**src/rtl/cpu_types_pkg.sv**
```systemverilog
// Shared types for the memory stage: data word and access-controller FSM states.
// Latency: n/a (types only).
// Backpressure: n/a (types only).
package cpu_types_pkg;

    typedef logic [31:0] word_t;

    typedef enum logic [1:0] {
        IDLE = 2'd0,
        WAIT = 2'd1,
        DONE = 2'd2
    } mem_state_t;

endpackage

```
**src/rtl/mem_access_ctrl_if.sv**
```systemverilog
// Bundle between EX/MEM latch, data cache, coherence snoop and MEM/WB latch.
// Latency: n/a (wires only).
// Backpressure: memW low holds the EX/MEM and MEM/WB latches.
// master: the access controller; slave: the pipeline/cache/coherence side.
interface mem_access_ctrl_if;
    import cpu_types_pkg::*;

    // EX/MEM side
    logic  memREN;
    logic  memDWEN;
    logic  memLL;
    logic  memSC;
    logic  memcuHALT;
    word_t memaddr;
    word_t memstore;
    // data cache side
    logic  dhit;
    word_t dmemload;
    logic  dmemREN;
    logic  dmemWEN;
    logic  datomic;
    word_t dmemaddr;
    word_t dmemstore;
    // coherence snoop
    logic  ccinv;
    word_t ccsnoopaddr;
    // MEM/WB side
    logic  memW;
    word_t memdmemload;

    modport master (
        input  memREN, memDWEN, memLL, memSC, memcuHALT, memaddr, memstore,
        input  dhit, dmemload, ccinv, ccsnoopaddr,
        output dmemREN, dmemWEN, datomic, dmemaddr, dmemstore, memW, memdmemload
    );

    modport slave (
        output memREN, memDWEN, memLL, memSC, memcuHALT, memaddr, memstore,
        output dhit, dmemload, ccinv, ccsnoopaddr,
        input  dmemREN, dmemWEN, datomic, dmemaddr, dmemstore, memW, memdmemload
    );

endinterface

```
**src/rtl/mem_access_ctrl_link_reg.sv**
```systemverilog
// LL/SC link register: set by LL completion, cleared by SC or a matching snoop.
// Latency: state updates on the next CLK edge; match is combinational.
// Backpressure: none; set has priority over clear and snoop in the same cycle.
// Ports: set/set_addr, clear, snoop_inv/snoop_addr, query_addr -> match.
module mem_access_ctrl_link_reg
    import cpu_types_pkg::*;
(
    input  logic  CLK,
    input  logic  nRST,
    input  logic  set,
    input  word_t set_addr,
    input  logic  clear,
    input  logic  snoop_inv,
    input  word_t snoop_addr,
    input  word_t query_addr,
    output logic  match
);

    logic  link_valid;
    word_t link_addr;
    logic  snoop_hit;
    logic  unused_bits;

    // Linking is per word; byte offset bits never take part in a compare.
    assign snoop_hit   = snoop_inv && link_valid && (snoop_addr[31:2] == link_addr[31:2]);
    assign match       = link_valid && (query_addr[31:2] == link_addr[31:2]);
    assign unused_bits = ^{snoop_addr[1:0], query_addr[1:0]};

    always_ff @(posedge CLK or negedge nRST) begin
        if (!nRST) begin
            link_valid <= 1'b0;
            link_addr  <= '0;
        end else if (set) begin
            // An LL finishing in the same cycle as a snoop keeps its link.
            link_valid <= 1'b1;
            link_addr  <= set_addr;
        end else if (clear || snoop_hit) begin
            link_valid <= 1'b0;
        end
    end

endmodule

```
**src/rtl/mem_access_ctrl.sv**
```systemverilog
// Memory-stage access controller: drives the D-cache handshake, stalls the pipe, owns LL/SC link.
// Latency: cache hit in first WAIT cycle -> 2 stall cycles; failing SC -> 1 stall cycle.
// Backpressure: memW low while an access is outstanding; waits indefinitely on dhit.
// Ports: CLK, nRST (async, active-low); bus (master) carries EX/MEM, cache, snoop and MEM/WB signals.
module mem_access_ctrl
    import cpu_types_pkg::*;
(
    input  logic               CLK,
    input  logic               nRST,
    mem_access_ctrl_if.master  bus
);

    mem_state_t state;
    mem_state_t next_state;
    word_t      data_reg;
    logic       mem_op;
    logic       sc_ok;
    logic       link_set;
    logic       link_clear;

    assign mem_op = (bus.memREN || bus.memDWEN || bus.memLL || bus.memSC) && !bus.memcuHALT;

    // Any SC seen in IDLE consumes the link, whether it succeeds or not.
    assign link_clear = (state == IDLE) && mem_op && bus.memSC;
    assign link_set   = (state == WAIT) && bus.dhit && bus.memLL;

    mem_access_ctrl_link_reg link_reg (
        .CLK        (CLK),
        .nRST       (nRST),
        .set        (link_set),
        .set_addr   (bus.memaddr),
        .clear      (link_clear),
        .snoop_inv  (bus.ccinv),
        .snoop_addr (bus.ccsnoopaddr),
        .query_addr (bus.memaddr),
        .match      (sc_ok)
    );

    always_ff @(posedge CLK or negedge nRST) begin
        if (!nRST) begin
            state <= IDLE;
        end else begin
            state <= next_state;
        end
    end

    always_comb begin
        next_state = state;
        case (state)
            IDLE: begin
                if (mem_op) begin
                    // A failing SC never touches the cache.
                    next_state = (bus.memSC && !sc_ok) ? DONE : WAIT;
                end
            end
            WAIT: begin
                if (bus.dhit) begin
                    next_state = DONE;
                end
            end
            DONE:    next_state = IDLE;
            default: next_state = IDLE;
        endcase
    end

    always_comb begin
        bus.dmemREN = 1'b0;
        bus.dmemWEN = 1'b0;
        bus.datomic = 1'b0;
        bus.memW    = 1'b0;
        case (state)
            IDLE: bus.memW = !mem_op;
            WAIT: begin
                bus.dmemREN = bus.memREN || bus.memLL;
                bus.dmemWEN = bus.memDWEN || bus.memSC;
                bus.datomic = bus.memLL || bus.memSC;
            end
            DONE:    bus.memW = 1'b1;
            default: bus.memW = 1'b0;
        endcase
    end

    // Result register: load data, or the SC outcome flag; plain stores leave it alone.
    always_ff @(posedge CLK or negedge nRST) begin
        if (!nRST) begin
            data_reg <= '0;
        end else if ((state == IDLE) && mem_op && bus.memSC && !sc_ok) begin
            data_reg <= '0;
        end else if ((state == WAIT) && bus.dhit) begin
            if (bus.memSC) begin
                data_reg <= 32'd1;
            end else if (bus.memREN || bus.memLL) begin
                data_reg <= bus.dmemload;
            end
        end
    end

    assign bus.dmemaddr    = bus.memaddr;
    assign bus.dmemstore   = bus.memstore;
    assign bus.memdmemload = data_reg;

endmodule

```
**src/flat_wrapper.sv**
```systemverilog
// flat-port wrapper written by rule: the top's interface ports become plain ports
module mem_access_ctrl_flat import cpu_types_pkg::*;
  (CLK, nRST, bus_memREN, bus_memDWEN, bus_memLL, bus_memSC, bus_memcuHALT, bus_memaddr, bus_memstore, bus_dhit, bus_dmemload, bus_ccinv, bus_ccsnoopaddr, bus_dmemREN, bus_dmemWEN, bus_datomic, bus_dmemaddr, bus_dmemstore, bus_memW, bus_memdmemload);
  mem_access_ctrl_if bus_i ();
  input  logic CLK;
  input  logic nRST;
  input wire logic [$bits(bus_i.memREN)-1:0] bus_memREN;
  input wire logic [$bits(bus_i.memDWEN)-1:0] bus_memDWEN;
  input wire logic [$bits(bus_i.memLL)-1:0] bus_memLL;
  input wire logic [$bits(bus_i.memSC)-1:0] bus_memSC;
  input wire logic [$bits(bus_i.memcuHALT)-1:0] bus_memcuHALT;
  input wire logic [$bits(bus_i.memaddr)-1:0] bus_memaddr;
  input wire logic [$bits(bus_i.memstore)-1:0] bus_memstore;
  input wire logic [$bits(bus_i.dhit)-1:0] bus_dhit;
  input wire logic [$bits(bus_i.dmemload)-1:0] bus_dmemload;
  input wire logic [$bits(bus_i.ccinv)-1:0] bus_ccinv;
  input wire logic [$bits(bus_i.ccsnoopaddr)-1:0] bus_ccsnoopaddr;
  output wire logic [$bits(bus_i.dmemREN)-1:0] bus_dmemREN;
  output wire logic [$bits(bus_i.dmemWEN)-1:0] bus_dmemWEN;
  output wire logic [$bits(bus_i.datomic)-1:0] bus_datomic;
  output wire logic [$bits(bus_i.dmemaddr)-1:0] bus_dmemaddr;
  output wire logic [$bits(bus_i.dmemstore)-1:0] bus_dmemstore;
  output wire logic [$bits(bus_i.memW)-1:0] bus_memW;
  output wire logic [$bits(bus_i.memdmemload)-1:0] bus_memdmemload;
  assign bus_i.memREN = bus_memREN;
  assign bus_i.memDWEN = bus_memDWEN;
  assign bus_i.memLL = bus_memLL;
  assign bus_i.memSC = bus_memSC;
  assign bus_i.memcuHALT = bus_memcuHALT;
  assign bus_i.memaddr = bus_memaddr;
  assign bus_i.memstore = bus_memstore;
  assign bus_i.dhit = bus_dhit;
  assign bus_i.dmemload = bus_dmemload;
  assign bus_i.ccinv = bus_ccinv;
  assign bus_i.ccsnoopaddr = bus_ccsnoopaddr;
  assign bus_dmemREN = bus_i.dmemREN;
  assign bus_dmemWEN = bus_i.dmemWEN;
  assign bus_datomic = bus_i.datomic;
  assign bus_dmemaddr = bus_i.dmemaddr;
  assign bus_dmemstore = bus_i.dmemstore;
  assign bus_memW = bus_i.memW;
  assign bus_memdmemload = bus_i.memdmemload;
  mem_access_ctrl u_core (.CLK(CLK), .nRST(nRST), .bus(bus_i));
endmodule
```
**config.mk**
```make
export PLATFORM = sky130hd
export DESIGN_NAME = mem_access_ctrl_flat
export DESIGN_NICKNAME = d
export VERILOG_FILES = /design/src/rtl/cpu_types_pkg.sv /design/src/rtl/mem_access_ctrl_if.sv /design/src/rtl/mem_access_ctrl_link_reg.sv /design/src/rtl/mem_access_ctrl.sv /design/src/flat_wrapper.sv
export SDC_FILE = /design/constraint.sdc
export NUM_CORES = 1
export LEC_CHECK = 0
export ABC_AREA = 1
export ABC_CLOCK_PERIOD_IN_PS = 1850
export BUFFER_PORTS_ARGS = -buffer_cell sky130_fd_sc_hd__buf_2
export CORE_MARGIN = 2
export CORE_UTILIZATION = 25
export CTS_BUF_LIST = sky130_fd_sc_hd__clkbuf_4
export DETAILED_ROUTE_END_ITERATION = 16
export GPL_ROUTABILITY_DRIVEN = 0
export MAX_ROUTING_LAYER = met4
export PLACE_DENSITY = 0.6
export RECOVER_POWER = 100
export SLEW_MARGIN = 30
export SYNTH_ARGS = -nofsm -noshare
export SYNTH_HDL_FRONTEND = slang
export SYNTH_HIERARCHICAL = 1
export SYNTH_SLANG_ARGS = --single-unit
```
**constraint.sdc**
```tcl
create_clock -name CLK -period 1.85 [get_ports CLK]
set_input_delay 0 -clock CLK [delete_from_list [all_inputs] [get_ports CLK]]
set_output_delay 0 -clock CLK [all_outputs]
set_load 0.005 [all_outputs]
```
==> report_table.html, run 1 <==
<table>
<tr><th>Metric</th><th>Value</th></tr>
<tr><th colspan="2">Outcome</th></tr>
<tr><td>Run status</td><td>stopped before the end</td></tr>
<tr><td>Halt point of the flow</td><td>detailed routing (5_2_route)</td></tr>
<tr><td>Halt Reason</td><td>[ERROR DRT-0255] Maze Route cannot find path of net bus_memstore[13] in worker of routeBox ( 96600 96600 ) ( 135860 135860 ).</td></tr>
<tr><th colspan="2">Floorplanning</th></tr>
<tr><td>Ports placed on the boundary</td><td>237</td></tr>
<tr><td>Starting Density</td><td>25.31%</td></tr>
<tr><td>Vertical die dimension</td><td>135.9 um</td></tr>
<tr><td>Horizontal die dimension</td><td>135.9 um</td></tr>
<tr><td>Row count</td><td>48</td></tr>
<tr><th colspan="2">Synth</th></tr>
<tr><td>Sequential area share after synthesis</td><td>37.42%</td></tr>
<tr><td>Post-synthesis cell count</td><td>653</td></tr>
<tr><td>Number of synthesized register bits</td><td>65</td></tr>
<tr><td>Count of distinct cell types in the synthesized netlist</td><td>23</td></tr>
<tr><td>Average cell area after synthesis</td><td>6.656 um2</td></tr>
<tr><td>Syn nets</td><td>790</td></tr>
<tr><td>Yosys warns</td><td>6</td></tr>
<tr><td>Synthesized area</td><td>4347 um2</td></tr>
<tr><th colspan="2">Global routing</th></tr>
<tr><td>Initial antenna violation count</td><td>1</td></tr>
<tr><td>First-pass GRT wire length</td><td>21270 um</td></tr>
<tr><td>Global Route Usage Sum</td><td>15.42%</td></tr>
<tr><td>Maximum number of pins on one net before global-route repair</td><td>66</td></tr>
<tr><td>Number of global-route vias before repair</td><td>4336</td></tr>
<tr><td>Total congestion overflow after global routing</td><td>0</td></tr>
<tr><th colspan="2">Placed design</th></tr>
<tr><td>Number of instances in the placed design</td><td>985</td></tr>
<tr><td>Total of buffers placed on input and output ports</td><td>166</td></tr>
<tr><td>DPL Wire Length</td><td>9438 um</td></tr>
<tr><td>Area after DPL</td><td>5120 um2</td></tr>
<tr><th colspan="2">CTS</th></tr>
<tr><td>Buffer depth of the longest clock path</td><td>2</td></tr>
<tr><td>H-tree levels</td><td>3</td></tr>
<tr><td>Number of buffers inserted during clock tree synthesis</td><td>9</td></tr>
<tr><td>Sink Count</td><td>65</td></tr>
<tr><td>Clock Root Buffer</td><td>clkbuf_4</td></tr>
<tr><th colspan="2">STA</th></tr>
<tr><td>Kind of the worst endpoint</td><td>register input</td></tr>
<tr><td>Worst endpoint after global-route timing repair</td><td>u_core/bus.memdmemload[4]$_DFFE_PN0P_/D</td></tr>
</table>
[cells in the mapped netlist]
library cell,number,area [um2]
buf_4,68,510.5
inv_2,14,52.55
nand4_1,3,18.77
or2_2,1,6.260
o21ai_1,1,5.000
nand2_1,219,822.0
inv_1,93,349.1
nor2_1,61,229.0
o21ai_0,37,185.2
dfrtp_1,65,1627
xor2_1,6,52.55
buf_2,8,40.04
a21oi_1,5,25.02
nor2_2,3,18.77
o22ai_1,6,37.54
nand3_4,1,17.52
clkinv_1,2,7.510
nand3_1,37,185.2
nor2_4,2,22.52
xnor2_1,8,70.07
clkbuf_1,7,26.28
nand2_2,5,31.28
o211ai_1,1,7.510
[kinds of logic after synthesis]
family	synth area share (%)
xor+xnor	2.821
buf+inv	22.68
flops	37.42
compound gates	5.987
simple gates	31.09
[metal layers]
| metal | track usage, % |
|---|---|
| met4 | 4.572 |
| met3 | 3.393 |
| met5 | - |
| met2 | 25.62 |
| met1 | 18.82 |
[per-stage QoR]
step	setup slack [ps]	TNS, ps
after global routing	-202.9	-6851
after CTS	-59.19	-1124
after detailed placement	-92.82	-2419
after global placement	-77.36	-2109
after floorplan	272.7	0
[what timing repair did]
action                                  in CTS  in global routing
buffers inserted                             1                  0
hold buffers                                71                  0
endpoints found under the setup margin      33                 33
resized for setup                            2                  1
pin swaps                                    1                  0
endpoints found under the hold margin      129                  0
==> run 2: changes to the inputs <==
Settings changed: CORE_UTILIZATION 25 to 20, CTS_BUF_LIST sky130_fd_sc_hd__clkbuf_4 to not set, MAX_ROUTING_LAYER met4 to not set, PLACE_DENSITY 0.6 to not set, PLACE_DENSITY_LB_ADDON set to 0.15.
==> run 2 against run 1 <==
  * The flow now finishes, with violations (capacitance limit, slew limit, setup timing)
  * Synthesized cell count unchanged
  * Global-route usage is 2.9 points lower
  * Synthesized area unchanged
==> report_table.html, run 2 <==
<table>
<tr><th>Metric</th><th>Value</th></tr>
<tr><th colspan="2">Cells and area</th></tr>
<tr><td>Total inserted antenna cells</td><td>0</td></tr>
<tr><td>Synthesis-to-layout area growth</td><td>42.43%</td></tr>
<tr><td>Number of flip-flops under the largest register name</td><td>32</td></tr>
<tr><td>Most common library cell in the layout ignoring fill and taps</td><td>nand2_1</td></tr>
<tr><td>Fraction of final layout cells with drive strength greater than 1</td><td>between 20% and 30%</td></tr>
<tr><td>Final-layout fill cell count</td><td>2383</td></tr>
<tr><td>Utilization of the core after routing</td><td>approximately 29%</td></tr>
<tr><td>Fin nets</td><td>between 900 and 1000</td></tr>
<tr><td>Commonest cells after routing, fill and taps aside</td><td>215 x nand2_1, 159 x buf_2, 90 x inv_1</td></tr>
<tr><td>Area of all placed cells without fillers</td><td>6191 um2</td></tr>
<tr><th colspan="2">Drt</th></tr>
<tr><td>Vias per cell</td><td>3.838</td></tr>
<tr><td>Total number of vias</td><td>~4300</td></tr>
<tr><td>First-iteration detailed-routing DRC count</td><td>171</td></tr>
<tr><td>Routed wire length per instance</td><td>12.70 um</td></tr>
<tr><td>Post-route DRC violation count</td><td>0</td></tr>
<tr><td>Length of the first detailed-routing pass in iterations</td><td>4</td></tr>
<tr><td>Antenna Violating Nets Remaining</td><td>0</td></tr>
<tr><td>Total detailed-routing wirelength</td><td>14200 um</td></tr>
<tr><th colspan="2">STA</th></tr>
<tr><td>Tcrit/Tclk final</td><td>101.0%</td></tr>
<tr><td>Worst-Margin Slew</td><td>1506 ps</td></tr>
<tr><td>Total setup violations reported at the end of the flow</td><td>25</td></tr>
<tr><td>Final clock skew</td><td>slightly below 7 ps</td></tr>
<tr><td>Final Hold Vio Count</td><td>0</td></tr>
<tr><td>Final worst-path setup slack</td><td>-18.25 ps</td></tr>
<tr><td>Setup repair after global routing missed its margin</td><td>yes</td></tr>
<tr><td>Period minus WS final</td><td>1868 ps</td></tr>
<tr><td>Sum of negative setup slack</td><td>-239.8 ps</td></tr>
<tr><td>Max Clock Freq</td><td>535.3 MHz</td></tr>
<tr><td>Final max-slew violation count</td><td>22</td></tr>
<tr><td>Max-slew headroom at the worst pin</td><td>-0.4111%</td></tr>
<tr><th colspan="2">Synth</th></tr>
<tr><td>Largest cells by area after synthesis</td><td>dfrtp_1 37%, nand2_1 19%, buf_4 12%</td></tr>
<tr><td>Dominant combinational cell family by area after synthesis</td><td>simple AND/OR/NAND/NOR gates</td></tr>
<tr><td>Synthesized-area fraction occupied by ao, oa, aoi and oai cells</td><td>5.987% (unchanged)</td></tr>
<tr><td>Proportion of register bits with asynchronous set or reset after synthesis</td><td>100.0% (unchanged)</td></tr>
<tr><td>Sequential area share after synthesis</td><td>37.42% (unchanged)</td></tr>
<tr><td>Post-synth EDFFs</td><td>0 (unchanged)</td></tr>
<tr><td>Dominant cell type by area after synthesis</td><td>dfrtp_1</td></tr>
<tr><td>Syn nets</td><td>790 (unchanged)</td></tr>
<tr><td>Arithmetic-cell share of the synthesized area counting full adders, half adders and majority gates</td><td>0% (unchanged)</td></tr>
<tr><td>Yosys warns</td><td>6 (unchanged)</td></tr>
<tr><td>Dominant cell by count in the synthesized netlist</td><td>nand2_1</td></tr>
<tr><td>Post-Synth XOR/XNOR Area</td><td>2.821% (unchanged)</td></tr>
<tr><td>Average cell area after synthesis</td><td>6.656 um2 (unchanged)</td></tr>
<tr><td>Synthesized area</td><td>4347 um2 (unchanged)</td></tr>
<tr><td>Number of synthesized register bits</td><td>65 (unchanged)</td></tr>
<tr><td>Fraction of post-synthesis cell area in the top cell type by area</td><td>37.42% (unchanged)</td></tr>
<tr><td>Proportion of synthesized area in mux cells</td><td>0% (unchanged)</td></tr>
<tr><td>Count of distinct cell types in the synthesized netlist</td><td>23 (unchanged)</td></tr>
<tr><td>Ranking of synthesized cells by instance count</td><td>219 x nand2_1, 93 x inv_1, 68 x buf_4</td></tr>
<tr><td>Dominant synthesized flop cell</td><td>dfrtp_1</td></tr>
<tr><td>Area share of and/or/nand/nor cells after synthesis</td><td>31.09% (unchanged)</td></tr>
<tr><td>Post-synthesis cell count</td><td>653 (unchanged)</td></tr>
<tr><th colspan="2">Worst hold path</th></tr>
<tr><td>Path category of the worst min-delay check</td><td>input pin to output port</td></tr>
<tr><td>End of the worst hold path</td><td>bus_dmemstore[14]</td></tr>
<tr><td>Hold Crit Depth</td><td>0</td></tr>
<tr><td>Startpoint of the tightest hold check path</td><td>bus_memstore[14]</td></tr>
<tr><th colspan="2">Global routing</th></tr>
<tr><td>Initial antenna violation count</td><td>1 (unchanged)</td></tr>
<tr><td>Total congestion overflow after global routing</td><td>0 (unchanged)</td></tr>
<tr><td>Number of global-route vias before repair</td><td>4146 (-4.4%)</td></tr>
<tr><td>Global Route Usage Sum</td><td>12.56% (-2.9 points)</td></tr>
<tr><td>Maximum number of pins on one net before global-route repair</td><td>60 (-9.1%)</td></tr>
<tr><td>First-pass GRT wire length</td><td>21780 um (+2.4%)</td></tr>
<tr><th colspan="2">Placed design</th></tr>
<tr><td>DPL Wire Length</td><td>10290 um (+9.1%)</td></tr>
<tr><td>Total of buffers placed on input and output ports</td><td>166 (unchanged)</td></tr>
<tr><td>Worst Setup Slack post-DPL</td><td>-53.74 ps (+39.08 ps)</td></tr>
<tr><td>Area after DPL</td><td>5162 um2 (+0.83%)</td></tr>
<tr><th colspan="2">CTS</th></tr>
<tr><td>Clock slew at reported path FFs</td><td>60 ps</td></tr>
<tr><td>TritonCTS clock tree</td><td>built</td></tr>
<tr><td>Clock latency on the worst-skew pair</td><td>340 ps</td></tr>
<tr><td>Sink Count</td><td>65 (unchanged)</td></tr>
<tr><td>Clock Root Buffer</td><td>clkbuf_16</td></tr>
<tr><td>Number of buffers inserted during clock tree synthesis</td><td>9 (unchanged)</td></tr>
<tr><td>Buffer depth of the longest clock path</td><td>2 (unchanged)</td></tr>
<tr><td>H-tree levels</td><td>3 (unchanged)</td></tr>
<tr><th colspan="2">Floorplanning</th></tr>
<tr><td>Die area</td><td>approximately 23000 um2</td></tr>
<tr><td>Horizontal die dimension</td><td>151.4 um (+11%)</td></tr>
<tr><td>Vertical die dimension</td><td>151.4 um (+11%)</td></tr>
<tr><td>Area of the core</td><td>21150 um2</td></tr>
<tr><td>Row count</td><td>53 (+10%)</td></tr>
<tr><td>Ports placed on the boundary</td><td>237 (unchanged)</td></tr>
<tr><td>Starting Density</td><td>20.55% (-4.8 points)</td></tr>
<tr><th colspan="2">Setup path</th></tr>
<tr><td>Launching point of the worst reg2reg path</td><td>u_core/link_reg/link_addr[12]</td></tr>
<tr><td>Register-to-Register Setup Slack</td><td>-20 ps</td></tr>
<tr><td>CP Capture Type</td><td>flop</td></tr>
<tr><td>R2R cell count</td><td>14</td></tr>
<tr><td>Arrival time worst endpoint</td><td>about 2100 ps</td></tr>
<tr><td>Setup Crit Path Kind</td><td>flop to flop</td></tr>
<tr><td>Category of the worst setup path launch point</td><td>flop</td></tr>
<tr><td>Required time worst endpoint</td><td>2080 ps</td></tr>
<tr><td>Max Fanout on Critical Path</td><td>15</td></tr>
<tr><td>Endpoint of the worst register-to-register path</td><td>u_core/bus.memdmemload[21]</td></tr>
<tr><th colspan="2">Outcome</th></tr>
<tr><td>Failing checks</td><td>capacitance limit, slew limit, setup timing</td></tr>
<tr><td>Run status</td><td>finished, violations left</td></tr>
<tr><th colspan="2">Power</th></tr>
<tr><td>Static leakage power</td><td>around 3.5 nW</td></tr>
<tr><td>Largest vdd supply drop</td><td>around 0.00047 V</td></tr>
<tr><td>Power density normalized to cell area</td><td>1073 nW/um2</td></tr>
<tr><th colspan="2">Job</th></tr>
<tr><td>Max capacitance violation total</td><td>1</td></tr>
</table>
[run 2: kinds of logic (layout without fill, tap and decap cells)]
logic type                after synthesis  in the layout
and+or+nand+nor                       332            332
buffers and inverters                 192            382
DFF                                    65             65
AOI/OAI and AO/OA                      50             50
xor gates and xnor gates               14             14
[run 2: through the flow]
stage / power (mW) / hold WS (ps) / std cells
after floorplan: 3.744 / -295.6 / 653
after global placement: 4.760 / -56.17 / 1032
after detailed placement: 4.742 / -60.20 / 1032
after CTS: 6.692 / 0.03458 / 1114
after global routing: 7.254 / 0.007976 / 1118
final: 6.643 / 0.001861 / 1118
[run 2: layer usage]
metal / global-route usage [%] / vias up / routed length, um
met5: 0 / - / 13
li1: - / 2262 / -
met3: 3.313 / 12 / 965
met1: 16.97 / 1866 / 6608
met2: 19.89 / 149 / 6488
met4: 3.224 / 2 / 125
[run 2: layout make-up]
type                       count  area, um2  area share, %
tap                          275      344.1          5.558
timing repair buffer         258       1743          28.15
sequential                    65       1627          26.27
multi-input combinational    396       1772          28.62
clock buffer                  12      256.5          4.143
clock inverter                 3      40.04         0.6467
inverter                     109      409.1          6.609
[run 2: worst max-delay path by stage]
stage                                       start                          to  cells past startpoint
finish              u_core/link_reg/link_addr[12]  u_core/bus.memdmemload[21]                     14
global route        u_core/link_reg/link_addr[12]  u_core/bus.memdmemload[28]                     14
CTS                 u_core/link_reg/link_addr[14]  u_core/bus.memdmemload[20]                     14
detailed placement  u_core/link_reg/link_addr[12]   u_core/bus.memdmemload[7]                     14
global placement    u_core/link_reg/link_addr[12]  u_core/bus.memdmemload[14]                     14
floorplan           u_core/link_reg/link_addr[12]  u_core/bus.memdmemload[21]                     14
[run 2: what timing repair did]
item / 4_1_cts / 5_1_grt
cloned: 0 / 1
gates resized for setup: 2 / 13
setup endpoints to repair: 32 / 33
setup buffers: 2 / 3
endpoints found under the hold margin: 128 / 0
hold buffers: 65 / 0
pin swaps: 2 / 10
[run 2: where the power goes]
group / leakage (nW) / internal [mW] / total (mW) / switching [mW]
registers: 0.821 / 1.95 / 2.28 / 0.325
clock network: 0.148 / 1.11 / 1.75 / 0.640
logic: 2.48 / 1.21 / 2.62 / 1.41
total: 3.45 / 4.27 / 6.64 / 2.37
[run 2: worst max-delay path, cell delays in order, from the launching register on]
cell and delay [ps]:
dfrtp_1 390, xor2_1 170, nor2_2 140, nand4_1 110, nor2_1 120, nand2_1 70
nor2_2 120, inv_1 60, nand2_2 80, nor2_4 50, nand3_4 80, nand2_4 80
clkbuf_16 180, nand2_1 60, nand2_1 50
(Power assumes the default switching activity.)
